==> src/rtl/alu_v3_pkg.sv <==
// alu_v3 shared types: opcodes, stage control payload, signed range helpers.
// Imported by the S2 multiply stage and the alu_v3 top level.
package alu_v3_pkg;

  typedef enum logic [2:0] {
    OP_LDSW = 3'd0,
    OP_LDA  = 3'd1,
    OP_ADDI = 3'd2,
    OP_MAC2 = 3'd3,
    OP_ACC  = 3'd4,
    OP_CLR  = 3'd5
  } alu_op_t;

  typedef struct packed {
    logic    vld;
    alu_op_t op;
  } ctl_t;

  function automatic longint smax(input int w);
    return (longint'(1) << (w - 1)) - 1;
  endfunction

  function automatic longint smin(input int w);
    return -(longint'(1) << (w - 1));
  endfunction

endpackage

==> src/rtl/alu_v3_mult_stage.sv <==
// alu_v3 S2 register stage: both scaled products plus the payload
// that S3 still needs, all advancing on en.
module alu_v3_mult_stage
  import alu_v3_pkg::*;
#(
  parameter int BUS_WIDTH = 8,
  parameter int FRAC_BITS = 0
) (
  input  logic                   clk,
  input  logic                   rst_n,
  input  logic                   en,
  input  ctl_t                   ctl,
  input  logic [BUS_WIDTH-1:0]   sw,
  input  logic [BUS_WIDTH-1:0]   imm,
  input  logic [BUS_WIDTH-1:0]   a,
  input  logic [BUS_WIDTH-1:0]   b,
  input  logic [BUS_WIDTH-1:0]   c,
  output ctl_t                   ctl_q,
  output logic [BUS_WIDTH-1:0]   sw_q,
  output logic [BUS_WIDTH-1:0]   imm_q,
  output logic [BUS_WIDTH-1:0]   a_q,
  output logic [BUS_WIDTH+1:0]   p_ab,
  output logic [BUS_WIDTH+1:0]   p_ci
);

  localparam int SW = BUS_WIDTH + 2;
  localparam int PW = 2 * BUS_WIDTH;

  logic signed [PW-1:0] m_ab;
  logic signed [PW-1:0] m_ci;

  assign m_ab = $signed(a) * $signed(b);
  assign m_ci = $signed(c) * $signed(imm);

  always_ff @(posedge clk) begin
    if (!rst_n) ctl_q <= '0;
    else if (en) ctl_q <= ctl;
  end

  // Products are cut to the S3 sum width after the fraction shift
  always_ff @(posedge clk) begin
    if (en) begin
      sw_q  <= sw;
      imm_q <= imm;
      a_q   <= a;
      p_ab  <= SW'(m_ab >>> FRAC_BITS);
      p_ci  <= SW'(m_ci >>> FRAC_BITS);
    end
  end

endmodule

==> src/rtl/alu_v3.sv <==
// alu_v3: 3-stage signed fixed-point ALU with valid/ready and sticky ovf.
// Define ALU_V3_SATURATE_EN to clamp out-of-range results instead of wrapping.
module alu_v3
  import alu_v3_pkg::*;
#(
  parameter int BUS_WIDTH = 8,
  parameter int FRAC_BITS = 0
) (
  input  logic                 clk,
  input  logic                 rst_n,
  input  logic                 in_valid,
  output logic                 in_ready,
  input  logic [2:0]           op,
  input  logic [BUS_WIDTH-1:0] sw,
  input  logic [BUS_WIDTH-1:0] imm,
  input  logic [BUS_WIDTH-1:0] data_a,
  input  logic [BUS_WIDTH-1:0] data_b,
  input  logic [BUS_WIDTH-1:0] data_c,
  output logic                 out_valid,
  input  logic                 out_ready,
  output logic [BUS_WIDTH-1:0] result,
  output logic                 ovf,
  output logic                 ovf_sticky
);

  localparam int SW = BUS_WIDTH + 2;
  localparam logic signed [SW-1:0] MAX = SW'(smax(BUS_WIDTH));
  localparam logic signed [SW-1:0] MIN = SW'(smin(BUS_WIDTH));

  function automatic logic signed [SW-1:0] ext(
    input logic [BUS_WIDTH-1:0] v
  );
    return {{2{v[BUS_WIDTH-1]}}, v};
  endfunction

  logic                  adv;
  ctl_t                  s1_ctl;
  ctl_t                  s2_ctl;
  logic [BUS_WIDTH-1:0]  s1_sw, s1_imm, s1_a, s1_b, s1_c;
  logic [BUS_WIDTH-1:0]  s2_sw, s2_imm, s2_a;
  logic [SW-1:0]         p_ab, p_ci;
  logic signed [SW-1:0]  sum;
  logic [BUS_WIDTH-1:0]  res_n;
  logic                  ovf_n;
  logic [BUS_WIDTH-1:0]  acc;

  assign in_ready = rst_n & (~out_valid | out_ready);
  assign adv      = in_ready;

  always_ff @(posedge clk) begin
    if (!rst_n) s1_ctl <= '0;
    else if (adv) s1_ctl <= '{vld: in_valid, op: alu_op_t'(op)};
  end

  always_ff @(posedge clk) begin
    if (adv && in_valid) begin
      s1_sw  <= sw;
      s1_imm <= imm;
      s1_a   <= data_a;
      s1_b   <= data_b;
      s1_c   <= data_c;
    end
  end

  alu_v3_mult_stage #(
    .BUS_WIDTH(BUS_WIDTH),
    .FRAC_BITS(FRAC_BITS)
  ) u_mult (
    .clk  (clk),
    .rst_n(rst_n),
    .en   (adv),
    .ctl  (s1_ctl),
    .sw   (s1_sw),
    .imm  (s1_imm),
    .a    (s1_a),
    .b    (s1_b),
    .c    (s1_c),
    .ctl_q(s2_ctl),
    .sw_q (s2_sw),
    .imm_q(s2_imm),
    .a_q  (s2_a),
    .p_ab (p_ab),
    .p_ci (p_ci)
  );

  always_comb begin
    sum = '0;
    unique case (s2_ctl.op)
      OP_LDSW: sum = ext(s2_sw);
      OP_ADDI: sum = ext(s2_a) + ext(s2_imm);
      OP_MAC2: sum = $signed(p_ab) + $signed(p_ci);
      OP_ACC:  sum = ext(acc) + $signed(p_ab);
      OP_CLR:  sum = '0;
      default: sum = ext(s2_a);
    endcase
    ovf_n = (sum > MAX) || (sum < MIN);
`ifdef ALU_V3_SATURATE_EN
    if (sum > MAX)      res_n = MAX[BUS_WIDTH-1:0];
    else if (sum < MIN) res_n = MIN[BUS_WIDTH-1:0];
    else                res_n = sum[BUS_WIDTH-1:0];
`else
    res_n = sum[BUS_WIDTH-1:0];
`endif
  end

  // acc and flags move with the result entering the output register
  always_ff @(posedge clk) begin
    if (!rst_n) begin
      out_valid  <= 1'b0;
      result     <= '0;
      ovf        <= 1'b0;
      ovf_sticky <= 1'b0;
      acc        <= '0;
    end else if (adv) begin
      out_valid <= s2_ctl.vld;
      if (s2_ctl.vld) begin
        result <= res_n;
        ovf    <= ovf_n;
        if (s2_ctl.op == OP_CLR) begin
          acc        <= '0;
          ovf_sticky <= 1'b0;
        end else begin
          if (s2_ctl.op == OP_ACC) acc <= res_n;
          if (ovf_n) ovf_sticky <= 1'b1;
        end
      end
    end
  end

endmodule
==> config.mk <==
export PLATFORM = sky130hd
export DESIGN_NAME = alu_v3
export DESIGN_NICKNAME = d
export VERILOG_FILES = /design/src/rtl/alu_v3_pkg.sv /design/src/rtl/alu_v3_mult_stage.sv /design/src/rtl/alu_v3.sv
export SDC_FILE = /design/constraint.sdc
export NUM_CORES = 1
export LEC_CHECK = 0
export CAP_MARGIN = 30
export CORE_MARGIN = 5
export CORE_UTILIZATION = 45
export CTS_BUF_LIST = sky130_fd_sc_hd__clkbuf_8 sky130_fd_sc_hd__clkbuf_16
export DETAILED_ROUTE_END_ITERATION = 16
export HOLD_SLACK_MARGIN = 0.03
export PLACE_DENSITY = 0.75
export SLEW_MARGIN = 5
export SYNTH_ARGS = -nofsm -noshare
export SYNTH_HDL_FRONTEND = slang
export SYNTH_SLANG_ARGS = --single-unit
==> constraint.sdc <==
create_clock -name clk -period 4.6 [get_ports clk]
set_input_delay 0.69 -clock clk [delete_from_list [all_inputs] [get_ports clk]]
set_output_delay 0.69 -clock clk [all_outputs]
set_load 0.01 [all_outputs]
Word-level counts from Yosys, hierarchy flattened
Index checks and enable logic that the tools add are counted.

word-level totals
  bits in registers = 111
  output and inout bits = 12

operators by class
  add/subtract/negate cells = 3
  multiply operators = 2
  order comparisons = 2
  equality and inequality tests = 4
  muxes and demuxes = 5
  bitwise gates (word level) = 3
  reduce and logical (&&, ||, !) cells = 8

operator list
  operator             count
  $pmux 10 s5          1
  $mul 8x8->10         2
  $mux 8               2
  $add 10x10->10       1
  $add 8x10->10        1
  $gt 10x8->1 const B  1
  $lt 10x8->1 const B  1
  $add 8x8->9          1
  $eq 3x2->1 const B   2
  $eq 3x3->1 const B   2
  $reduce_and 3->1     2
  $reduce_bool 2->1    2
  $logic_not 3->1      1
  $mux 1               2
  $reduce_and 2->1     1
  $and 1x1->1          1
  $logic_and 1x1->1    1
  $logic_or 1x1->1     1
  $not 1->1            1
  $or 1x1->1           1

Longest topological paths before layout
  word-level depth = 6
  gate-level depth with buffers = 15

By module
A second synthesis with hierarchy kept.

second synthesis, totals
  cells, all modules = 710
  area, all modules = 7756.2 um2

by module, submodules not included
  module             instances  cells an instance  area an instance (um2)
  alu_v3_mult_stage  1          371                4245.3
  alu_v3             1          339                3510.9

Least setup slack after synthesis
Ideal clock, no wire load.

  path type = register -> register
  from = register s1_a[0]
  to = register u_mult.p_ab[9], data pin
  library setup time = 0.260 ns
  data arrival time = 3.361 ns
  data required time = 4.340 ns
  setup slack = 0.979 ns
  stages on the path, launching flop included = 12
  period minus slack after synthesis = 3.621 ns
  cell sequence = edfxtp_1 > nand2b_1 > fa_1 > fa_1 > inv_1 > fa_1 > fa_1 > ha_1 > inv_1 > o21bai_1 > a21oi_1 > xnor2_1

between the ends
  cells in the longest elaborated chain, start to end = 1

RTL lines
  element                   RTL line                 text
  start, declared           alu_v3.sv:39             logic [BUS_WIDTH-1:0] s1_sw, s1_imm, s1_a, s1_b, s1_c;
  start signal, assigned    alu_v3.sv:59             s1_a <= data_a;
  $mul 8x8->10              alu_v3_mult_stage.sv:32  assign m_ab = $signed(a) * $signed(b);
  named net u_mult.m_ab[9]  alu_v3_mult_stage.sv:29  logic signed [PW-1:0] m_ab;
  end signal, assigned      alu_v3_mult_stage.sv:46  p_ab <= SW'(m_ab >>> FRAC_BITS);
  end, declared             alu_v3_mult_stage.sv:22  output logic [BUS_WIDTH+1:0] p_ab,

The timed path passes the listed nets, and every way through them passes these cells.
A chain may end at the register's enable or synchronous reset.

Worst setup path in the final report
  from = register s1_a[1]
  to = register u_mult.p_ab[9], data pin

Same word-level chain as after synthesis.

==> impl_metrics.json <==
{
  "fp-row-count": 47,
  "design.final.nets": 922,
  "cts.reportedPaths.clkPinSlew_ns": 0.08,
  "fmax_ghz": 0.256,
  "gpl.final_weighted_congestion": 0.870,
  "firstDrtPassIters": 7,
  "floorplan.core_area_um2": 16500,
  "seq_area_frac_synth": 0.407,
  "synth_most_common_cell": "sky130_fd_sc_hd__nand2_1",
  "max_slew.worst_pin.slew_ns": 0.950,
  "power_density_nw_per_um2": 360,
  "number_of_enable_type_register_cells_in_the_synthesized_netlist": 84,
  "post_route_drc_violation_count": 0,
  "fin_ws_ns": 0.693,
  "dp_hpwl_um": 11800,
  "design.die.area_um2": 19400,
  "power_switching_mw": 1.01,
  "holdCritPathClass": "register to register",
  "drtAntennaViolNets": 0,
  "power.combinational.fraction": 0.346,
  "max-cap-violations": 0,
  "worstSkewPairLatency_ns": 0.36,
  "postSynthCellCount": 705,
  "yosysTopAreaCell": "sky130_fd_sc_hd__edfxtp_1",
  "crit_path_start_kind": "register",
  "worst_ep_arrival_time_ns": 4.02,
  "place_inst": 971,
  "power.clock.fraction": 0.246,
  "critPathRequiredTime_ns": 4.71,
  "p_leak_nw": 3.63,
  "headroom_to_the_max_slew_limit": 0.367,
  "initial_utilization": 0.456,
  "grt_max_degree": 45,
  "ctsHtreeMaxLevel": 3,
  "yosys_warnings": 0,
  "syn2layout_area_growth_pct": 14.8,
  "synth_cell_type_count": 54,
  "boundaryPins": 59,
  "top_regs": "u_mult.p_ab: 10 flops, u_mult.p_ci: 10 flops",
  "cts_hold_buffers": 0,
  "synth.top_cell.area_share": 0.335,
  "clock-sinks": 111,
  "die_h_um": 139,
  "post-cts-setup-buffers": 0,
  "clockRootBuffer": "sky130_fd_sc_hd__clkbuf_16",
  "ys.flop_type": "sky130_fd_sc_hd__edfxtp_1",
  "globalRouteTotalUtil": 0.161,
  "detailedRoute.firstIterationViolations": 357,
  "critical_path.startpoint": "s1_a[1]",
  "criticalPathCategory": "register to register",
  "report.power.total_mw": 3.11,
  "fin_crit_ns": 3.91,
  "detailroute.via_count": 5021,
  "synthTopCellsByArea": "sky130_fd_sc_hd__edfxtp_1, sky130_fd_sc_hd__fa_1, sky130_fd_sc_hd__ha_1, sky130_fd_sc_hd__dfxtp_1, sky130_fd_sc_hd__and2_1",
  "final_max_slew_viol_count": 0,
  "async_flop_share": 0,
  "finish.utilization": 0.523,
  "cts-root-to-sink-buffers": 2,
  "tns_ns": 0,
  "first_global_vias": 5067,
  "synthesis.area_um2": 7530,
  "run_status": "finished clean",
  "cts_made_buffers": 9,
  "dpl_cell_area_um2": 8340,
  "grt_antenna_before_repair": 0,
  "dp_slack_ns": 0.692,
  "viasPerCell": 5.09,
  "final_report_setup_violation_count": 0,
  "min_from": "s1_sw[6]",
  "average_cell_area_after_synthesis_um2": 10.7,
  "seqPwrFrac": 0.408,
  "vdd_ir_drop_max_v": 0.000261,
  "synth.top_cells.by_count": "sky130_fd_sc_hd__nand2_1, sky130_fd_sc_hd__edfxtp_1, sky130_fd_sc_hd__inv_1",
  "io_buffers": 58,
  "final.period_utilization": 0.849,
  "die_x_um": 139,
  "remaining_global_route_overflow": 0,
  "wl_per_cell_um": 15.2,
  "cp-end-kind": "register",
  "final_cell_area_excluding_filler_cells_um2": 8640,
  "tritoncts": "yes",
  "n_antenna_cell": 0,
  "grt_setup_unrepaired": "no",
  "p_sw_frac": 0.325,
  "synth_fp_nets": 865,
  "hold_viol": 0,
  "drt_wl_total_um": 15000,
  "layout-drive-gt1-share": 0.0313,
  "worst_hold_slack_ns": 0.424,
  "yosys_register_bits": 111,
  "intPower_mw": 2.10,
  "first_pass_grt_wire_length_um": 25200,
  "finClkSkew_ns": 0.0110,
  "r2r_start": "s1_a[1]",
  "finish.cell_count_without_fillers": 987,
  "post_cts_resize_count": 0,
  "cp_max_fo": 9
}
==> cell families (layout without fill, tap and decap cells) <==
kind of cell,after synthesis,after routing,synth area share
simple gates,239,239,0.163
fa+ha+maj,113,113,0.240
flops,111,111,0.407
compound gates,101,101,0.0891
buf+inv,96,158,0.0487
xor+xnor,43,43,0.0500
mux,2,2,0.00266
==> metal layers <==
metal,vias to the layer above,share of wire,GRT usage
met3,17,0.073,0.0508
met2,156,0.45,0.250
li1,2468,-,-
met5,-,0,0
met4,0,0.013,0.0360
met1,2380,0.47,0.224
==> final cells by class <==
class | count | area, um^2
Clock buffer | 9 | 225
Multi-Input combinational cell | 498 | 4100
Clock inverter | 7 | 73.8
Inverter | 82 | 308
Timing Repair Buffer | 60 | 596
Sequential cell | 111 | 3060
Fill cell | 1461 | 7880
Tap cell | 220 | 275
==> final timing paths <==
check	to	slack, ns	depth (start not counted)
hold reg to reg	u_mult.sw_q[6]	0.42	0
hold / removal	u_mult.sw_q[6]	0.42	0
setup / recovery	u_mult.p_ab[9]	0.69	11
setup reg to reg	u_mult.p_ab[9]	0.69	11
==> layout by cell type, fill, tap and decap left out, types with 2 or more instances in the layout <==
cell type / synthesis / final
sky130_fd_sc_hd__a211oi_1: 9 / 9
sky130_fd_sc_hd__a21boi_0: 8 / 8
sky130_fd_sc_hd__a21o_1: 14 / 14
sky130_fd_sc_hd__a21oi_1: 19 / 19
sky130_fd_sc_hd__a221oi_1: 2 / 2
sky130_fd_sc_hd__a22oi_1: 3 / 3
sky130_fd_sc_hd__a31oi_1: 3 / 3
sky130_fd_sc_hd__and2_1: 63 / 62
sky130_fd_sc_hd__and3_1: 3 / 2
sky130_fd_sc_hd__buf_4: 1 / 2
sky130_fd_sc_hd__clkbuf_16: 0 / 9
sky130_fd_sc_hd__clkdlybuf4s50_1: 0 / 58
sky130_fd_sc_hd__clkinv_8: 0 / 2
sky130_fd_sc_hd__dfxtp_1: 27 / 27
sky130_fd_sc_hd__edfxtp_1: 84 / 84
sky130_fd_sc_hd__fa_1: 52 / 52
sky130_fd_sc_hd__ha_1: 61 / 61
sky130_fd_sc_hd__inv_1: 82 / 82
sky130_fd_sc_hd__inv_6: 0 / 2
sky130_fd_sc_hd__mux2i_1: 2 / 2
sky130_fd_sc_hd__nand2_1: 96 / 96
sky130_fd_sc_hd__nand2b_1: 15 / 15
sky130_fd_sc_hd__nand3_1: 2 / 2
sky130_fd_sc_hd__nand3b_1: 3 / 3
sky130_fd_sc_hd__nor2_1: 25 / 25
sky130_fd_sc_hd__nor2b_1: 13 / 13
sky130_fd_sc_hd__nor3_1: 6 / 6
sky130_fd_sc_hd__nor4_1: 2 / 2
sky130_fd_sc_hd__o211ai_1: 5 / 5
sky130_fd_sc_hd__o21a_1: 5 / 5
sky130_fd_sc_hd__o21ai_0: 15 / 15
sky130_fd_sc_hd__o21bai_1: 2 / 2
sky130_fd_sc_hd__o22ai_1: 5 / 5
sky130_fd_sc_hd__o31ai_1: 3 / 3
sky130_fd_sc_hd__xnor2_1: 36 / 36
sky130_fd_sc_hd__xor2_1: 7 / 7
==> worst max-delay path, cell delays in order, from the launching register on <==
cell and delay (ns):
sky130_fd_sc_hd__edfxtp_1 0.53, sky130_fd_sc_hd__nand2b_1 0.23, sky130_fd_sc_hd__fa_1 0.54, sky130_fd_sc_hd__inv_1 0.05, sky130_fd_sc_hd__fa_1 0.50, sky130_fd_sc_hd__fa_1 0.51
sky130_fd_sc_hd__fa_1 0.45, sky130_fd_sc_hd__xor2_1 0.16, sky130_fd_sc_hd__xnor2_1 0.19, sky130_fd_sc_hd__xnor2_1 0.12, sky130_fd_sc_hd__xnor2_1 0.26, sky130_fd_sc_hd__xnor2_1 0.11
==> power by group through the flow <==
stage | Clock (mW) | Combinational (mW) | Sequential [mW]
after floorplan | 0 | 0.826 | 1.27
after global placement | 0 | 1.05 | 1.29
after detailed placement | 0 | 1.07 | 1.30
after CTS | 0.788 | 1.09 | 1.27
after global routing | 0.830 | 1.21 | 1.28
final | 0.765 | 1.08 | 1.27
Note: power is estimated with default switching activity, not from simulation.
